--- src/rtl/char_tile_renderer.sv ---
// rtl/char_tile_renderer.sv - 40x30 8x8 character tile renderer reading char RAM/ROM for VGA output
module char_tile_renderer #(
    parameter int          H_LAST   = 383,
    parameter int          V_LAST   = 263,
    parameter logic [23:0] FG_COLOR = 24'hFFFFFF,
    parameter logic [23:0] BG_COLOR = 24'h000000
) (
    input  logic        clk_sys,
    input  logic        reset,
    input  logic        pxl_cen,
    input  logic [8:0]  hcnt,
    input  logic [8:0]  vcnt,
    input  logic        hb_in,
    input  logic        vb_in,
    output logic [12:0] chram_addr,
    input  logic [7:0]  chram_data,
    output logic [10:0] chrom_addr,
    input  logic [7:0]  chrom_data,
    output logic [7:0]  r,
    output logic [7:0]  g,
    output logic [7:0]  b,
    output logic        hb_out,
    output logic        vb_out
);

    typedef enum logic [2:0] {
        S_IDLE,
        S_CADDR,
        S_CWAIT,
        S_RADDR,
        S_RWAIT
    } state_t;

    localparam logic [8:0] H_WRAP = 9'(H_LAST - 7);
    localparam logic [8:0] V_END  = 9'(V_LAST);

    state_t      state_q, state_d;
    logic [12:0] chram_addr_q, chram_addr_d;
    logic [10:0] chrom_addr_q, chrom_addr_d;
    logic [7:0]  code_q, code_d;
    logic [2:0]  line_q, line_d;
    logic [7:0]  next_row_q, next_row_d;
    logic [7:0]  shifter_q, shifter_d;
    logic [23:0] rgb_q, rgb_d;
    logic        hb_q, hb_d;
    logic        vb_q, vb_d;

    logic        trigger;
    logic        wrap;
    logic [8:0]  next_v;
    logic [5:0]  tgt_col;
    logic [4:0]  tgt_row;
    logic [2:0]  tgt_line;

    // The last tile slot of a line prefetches column 0 of the following line.
    assign trigger  = pxl_cen && (hcnt[2:0] == 3'd0);
    assign wrap     = (hcnt == H_WRAP);
    assign next_v   = (vcnt == V_END) ? 9'd0 : vcnt + 9'd1;
    assign tgt_col  = wrap ? 6'd0 : hcnt[8:3] + 6'd1;
    assign tgt_row  = wrap ? next_v[7:3] : vcnt[7:3];
    assign tgt_line = wrap ? next_v[2:0] : vcnt[2:0];

    always_comb begin
        state_d      = state_q;
        chram_addr_d = chram_addr_q;
        chrom_addr_d = chrom_addr_q;
        code_d       = code_q;
        line_d       = line_q;
        next_row_d   = next_row_q;
        case (state_q)
            S_IDLE: begin
                if (trigger) begin
                    chram_addr_d = {2'b00, tgt_row, tgt_col};
                    line_d       = tgt_line;
                    state_d      = S_CADDR;
                end
            end
            S_CADDR: state_d = S_CWAIT;
            S_CWAIT: begin
                code_d       = chram_data;
                chrom_addr_d = {chram_data, line_q};
                state_d      = S_RADDR;
            end
            S_RADDR: state_d = S_RWAIT;
            S_RWAIT: begin
                next_row_d = chrom_data;
                state_d    = S_IDLE;
            end
            default: state_d = S_IDLE;
        endcase
    end

    always_comb begin
        shifter_d = shifter_q;
        rgb_d     = rgb_q;
        hb_d      = hb_q;
        vb_d      = vb_q;
        if (pxl_cen) begin
            shifter_d = (hcnt[2:0] == 3'd7) ? next_row_q : {shifter_q[6:0], 1'b0};
            rgb_d     = (hb_in || vb_in) ? 24'd0 : (shifter_q[7] ? FG_COLOR : BG_COLOR);
            hb_d      = hb_in;
            vb_d      = vb_in;
        end
    end

    always_ff @(posedge clk_sys or posedge reset) begin
        if (reset) begin
            state_q      <= S_IDLE;
            chram_addr_q <= '0;
            chrom_addr_q <= '0;
            code_q       <= '0;
            line_q       <= '0;
            next_row_q   <= '0;
            shifter_q    <= '0;
            rgb_q        <= '0;
            hb_q         <= 1'b1;
            vb_q         <= 1'b1;
        end else begin
            state_q      <= state_d;
            chram_addr_q <= chram_addr_d;
            chrom_addr_q <= chrom_addr_d;
            code_q       <= code_d;
            line_q       <= line_d;
            next_row_q   <= next_row_d;
            shifter_q    <= shifter_d;
            rgb_q        <= rgb_d;
            hb_q         <= hb_d;
            vb_q         <= vb_d;
        end
    end

    assign chram_addr = chram_addr_q;
    assign chrom_addr = chrom_addr_q;
    assign r          = rgb_q[23:16];
    assign g          = rgb_q[15:8];
    assign b          = rgb_q[7:0];
    assign hb_out     = hb_q;
    assign vb_out     = vb_q;

endmodule

--- config.mk ---
export PLATFORM = sky130hd
export DESIGN_NAME = char_tile_renderer
export DESIGN_NICKNAME = d
export VERILOG_FILES = /design/src/rtl/char_tile_renderer.sv
export SDC_FILE = /design/constraint.sdc
export NUM_CORES = 1
export LEC_CHECK = 0
export ABC_AREA = 1
export BUFFER_PORTS_ARGS = -buffer_cell sky130_fd_sc_hd__buf_2
export CORE_MARGIN = 2
export CORE_UTILIZATION = 40
export DETAILED_ROUTE_END_ITERATION = 10
export GPL_TIMING_DRIVEN = 1
export PLACE_DENSITY = 0.66
export SYNTH_ARGS = -nofsm -noshare
export SYNTH_HDL_FRONTEND = slang
export SYNTH_SLANG_ARGS = --single-unit
--- constraint.sdc ---
create_clock -name clk_sys -period 1.7 [get_ports clk_sys]
set_input_delay 0.34 -clock clk_sys [delete_from_list [all_inputs] [get_ports clk_sys]]
set_output_delay 0.34 -clock clk_sys [all_outputs]
set_load 0.05 [all_outputs]
# Word-level counts from Yosys, hierarchy flattened
# Index checks and enable logic that the tools add are counted.
[word_totals] output_inout_bits=50 ff_bits=70 word_cells=33 input_bits=39
[op_classes] addsub=2 n_reduce_logical=5 n_eq_ne=8 muxes=9
[op_table] op="24-bit two-way mux" count=2
[op_table] op="9-bit == test, second input constant" count=2
[op_table] op="8-bit two-way mux" count=2
[op_table] op="3-bit one-hot mux with 4 select lines" count=1
[op_table] op="8-bit by 1-bit adder with 8-bit output, second input constant" count=1
[op_table] op="6-bit by 1-bit adder with 6-bit output, second input constant" count=1
[op_table] op="3-bit by 2-bit == test with 1-bit output, second input constant" count=2
[op_table] op="3-bit == test, second input constant" count=2
[op_table] op="3-bit zero test" count=2
[op_table] op="3-bit two-way mux" count=2
[op_table] op="6-bit two-way mux" count=1
[op_table] op="5-bit two-way mux" count=1
[op_table] op="3-bit by 1-bit == test with 1-bit output, second input constant" count=1
[op_table] op="2-bit inequality test, second input constant" count=1
[op_table] op="2-bit AND reduction" count=1
[op_table] op="1-bit logical AND" count=1
[op_table] op="1-bit logical OR" count=1

# Depth between registers and ports, before layout
[depth] ltp_word=4 mapped_depth=9 ltp_nobuf=8

# Worst setup path after synthesis
# No wires, ideal clock.
[synth_timing] kind="reg-to-output" start="register rgb_q[22] (netlist name)" end="output port b[1]" t_required_ps=1360 arrival_ps=1283 slack_ps=77 stages_incl_launch_ff=2 path_buffers=1 path_cell_list="dfrtp_1 buf_4"
[synth_lines] element="end, declared" line_no="21" source="output logic [7:0] b,"

==> flow_summary.yaml <==
global_routing:
  grt_antenna_before_repair: 0
  busiest_layer: "met2"
  use_met2_pct: 24.4
  grtUsageTotal_pct: 14.3
  grt_max_degree: 31
  overflow: 0
  grt_pass1_wl_um: 8220
  globalRouteMet1Util_pct: 18.2
  first_global_vias: 1852
  grt_use_met3_pct: 2.67
synthesis:
  yosysMostFrequentCell: "nand2_1"
  synth_edf_count: 0
  ys_async_sr_fraction_pct: 100
  synth_area_mm2: 0.00254
  syn_inst: 289
  synth.avg_cell_area_um2: 8.81
  synth.top_cells.by_area: "dfrtp_1 44%, nand2_1 11%, mux2_2 8.0%"
  synth_ff_type: "dfrtp_1"
  ys_seq_area_share_pct: 46.3
  yosysTopAreaCell: "dfrtp_1"
  yosysUniqueCellTypes: 30
  synth_seq_cells: 47
  yosys.area.top_type_share_pct: 44.2
  synth_warnings: 0
  synth_commonest_cells: "75 x nand2_1, 45 x dfrtp_1, 26 x buf_4"
power_and_ir_drop:
  power_leakage_uw: 0.00160
  irDropWorstVdd_mv: 0.839
  power_density_mw_per_mm2: 1680
floorplan:
  rows: 29
  core_region_area_mm2: 0.00624
  die_area_mm2: 0.00702
  die_h_um: 83.8
  ios: 89
  die_x_um: 83.8
  start_util_pct: 40.8
final_layout:
  drive_gt1_share_pct: 37.6
  multi_input_area_mm2: 0.00102
  antenna_cells: 0
  finalNetCount: 394
  syn2layout_area_growth_pct: 17.3
  fillers: 638
  register_area_mm2: 0.00118
sta:
  fin_crit_sh_pct: 88.1
  hold_ws_ns: 0.0241
  rsz0062_at_grt: "false"
  fin_crit_ns: 1.50
  hold_viol_final: 0
  setup_tns_ns: 0
  setup_viol: 0
  drv_slew: 0
  fin_worst_skew_ns: 0.00481
  worstMarginPinSlew_ns: 0.508
  slew_headroom_pct: 66.1
  fin_ws_ns: 0.203
  max_freq_mhz: 668
clock_tree:
  htreeDepth: 2
  cts_tree: "built"
  root_buffer: "clkbuf_8"
  clk_pin_slew_ns: 0.09
  cts_buffer_depth: 2
  cts_setup_buffers: 0
  cts_buffers: 5
  cts_resized: 0
  cts_sinks: 47
  worst_skew_pair.late_latency_ns: 0.29
  ctsHoldBuffers: 0
setup_path:
  critPathRequiredTime_ns: 1.36
  crit_slowest_cell: "dfrtp_2"
  cpPeakStageDelay_ns: 0.54
  cp.arrival_ns: 1.16
  rrSetupSlack_ns: 0.31
  crit_buf_inv: 1
  path_cells: "buf_2"
  crit_path_start_kind: "flop"
  cp_max_fo: 25
  path_class: "flop to output port"
  critPathCaptureType: "output port"
  critPathTopFamily: "flip-flops"
routing:
  firstDrtPassIters: 4
  viasPerCell: 4.73
  drtIter0Drc: 94
  drcViolationCount: 0
  ant_nets: 0
  post_drt_wl_per_cell_um: 11.3
  vias: 2040
  drt-total-wl_um: 4890
run_status:
  status: "finished clean"
placed_design:
  hpwl_um: 3870
  post-place-ws_ns: 0.264
  place_congestion: 0.871
  port_buffers: 86
run:
  cap_viol_max_count: 0
hold_path:
  hold_path_class: "input port to asynchronous set/reset pin"
[state kept, by name, summed over array words and instances (netlist names)]
signal,cells
chram_addr,11
chrom_addr,11
hb_out,1
line_q,3
next_row_q,8
rgb_q,1
shifter_q,8
state_q,3
vb_out,1
[final timing paths]
kind / to / depth (start not counted) / start
max in group asynchronous: chrom_addr[1] / 3 / reset
min in group clk_sys: rgb_q[22] / 2 / vb_in
min reg2reg: vb_out / 2 / vb_out
max reg2reg: chrom_addr[10] / 3 / state_q[0]
min: shifter_q[7] / 2 / reset
max: g[3] / 1 / rgb_q[22]
[kinds of logic (layout without fill, tap and decap cells)]
logic type / count (synthesis) / after routing / synth area share, %
and+or+nand+nor: 132 / 132 / 24.3
buffers and inverters: 60 / 124 / 13.8
DFF: 47 / 47 / 46.3
AOI/OAI and AO/OA: 27 / 27 / 5.80
muxes: 18 / 18 / 7.96
adders and majority gates: 2 / 2 / 0.983
xor gates and xnor gates: 2 / 2 / 0.688
other: 1 / 2 / 0.147
[power breakdown]
part / switching, uW / internal (uW)
registers: 243 / 1580
logic: 1670 / 656
clock network: 373 / 484
total: 2280 / 2720
[area by class of cell]
class	instances	area share, %
tap	77	3.23
timing repair buffer	89	15.6
sequential	47	39.5
multi-input combinational	183	34.2
clock buffer	6	2.77
inverter	27	3.40
clock inverter	2	1.30
[metal layers]
| layer | up-vias | part of all wire, % |
|---|---|---|
| met5 | - | 0 |
| met3 | 5 | 5.3 |
| met4 | 0 | 1.1 |
| met2 | 66 | 48 |
| li1 | 1032 | - |
| met1 | 937 | 46 |
[layout by cell type (no fill, tap or decap), types with 2 or more instances in the layout]
| cell | Yosys | layout |
|---|---|---|
| buf_2 | 4 | 86 |
| nor2_8 | 2 | 2 |
| inv_2 | 2 | 3 |
| ha_1 | 2 | 2 |
| nor2_2 | 4 | 4 |
| nand3_1 | 24 | 24 |
| buf_4 | 26 | 2 |
| nor3_1 | 2 | 2 |
| nand2_1 | 75 | 75 |
| mux2_2 | 18 | 18 |
| nand2_2 | 3 | 3 |
| nor2_1 | 12 | 12 |
| inv_1 | 24 | 23 |
| o21ai_0 | 9 | 9 |
| clkbuf_8 | 0 | 6 |
| dfrtp_1 | 45 | 44 |
| nand4_1 | 8 | 8 |
| dfstp_2 | 2 | 2 |
| o21ai_1 | 2 | 2 |
| a21oi_1 | 12 | 12 |
| conb_1 | 1 | 2 |
[metrics by stage]
stage | total power (uW) | instances | util [%] | instance area (um^2)
5_1_grt | 5300 | 431 | 47.8 | 2980
3_5_place_dp | 4190 | 423 | 45.9 | 2860
2_1_floorplan | 3720 | 290 | - | 2550
3_3_place_gp | 4160 | 423 | 45.9 | 2860
4_1_cts | 5070 | 431 | 47.8 | 2980
6_report | 5000 | 431 | 47.8 | 2980
Note: power is estimated with default switching activity, not from simulation.
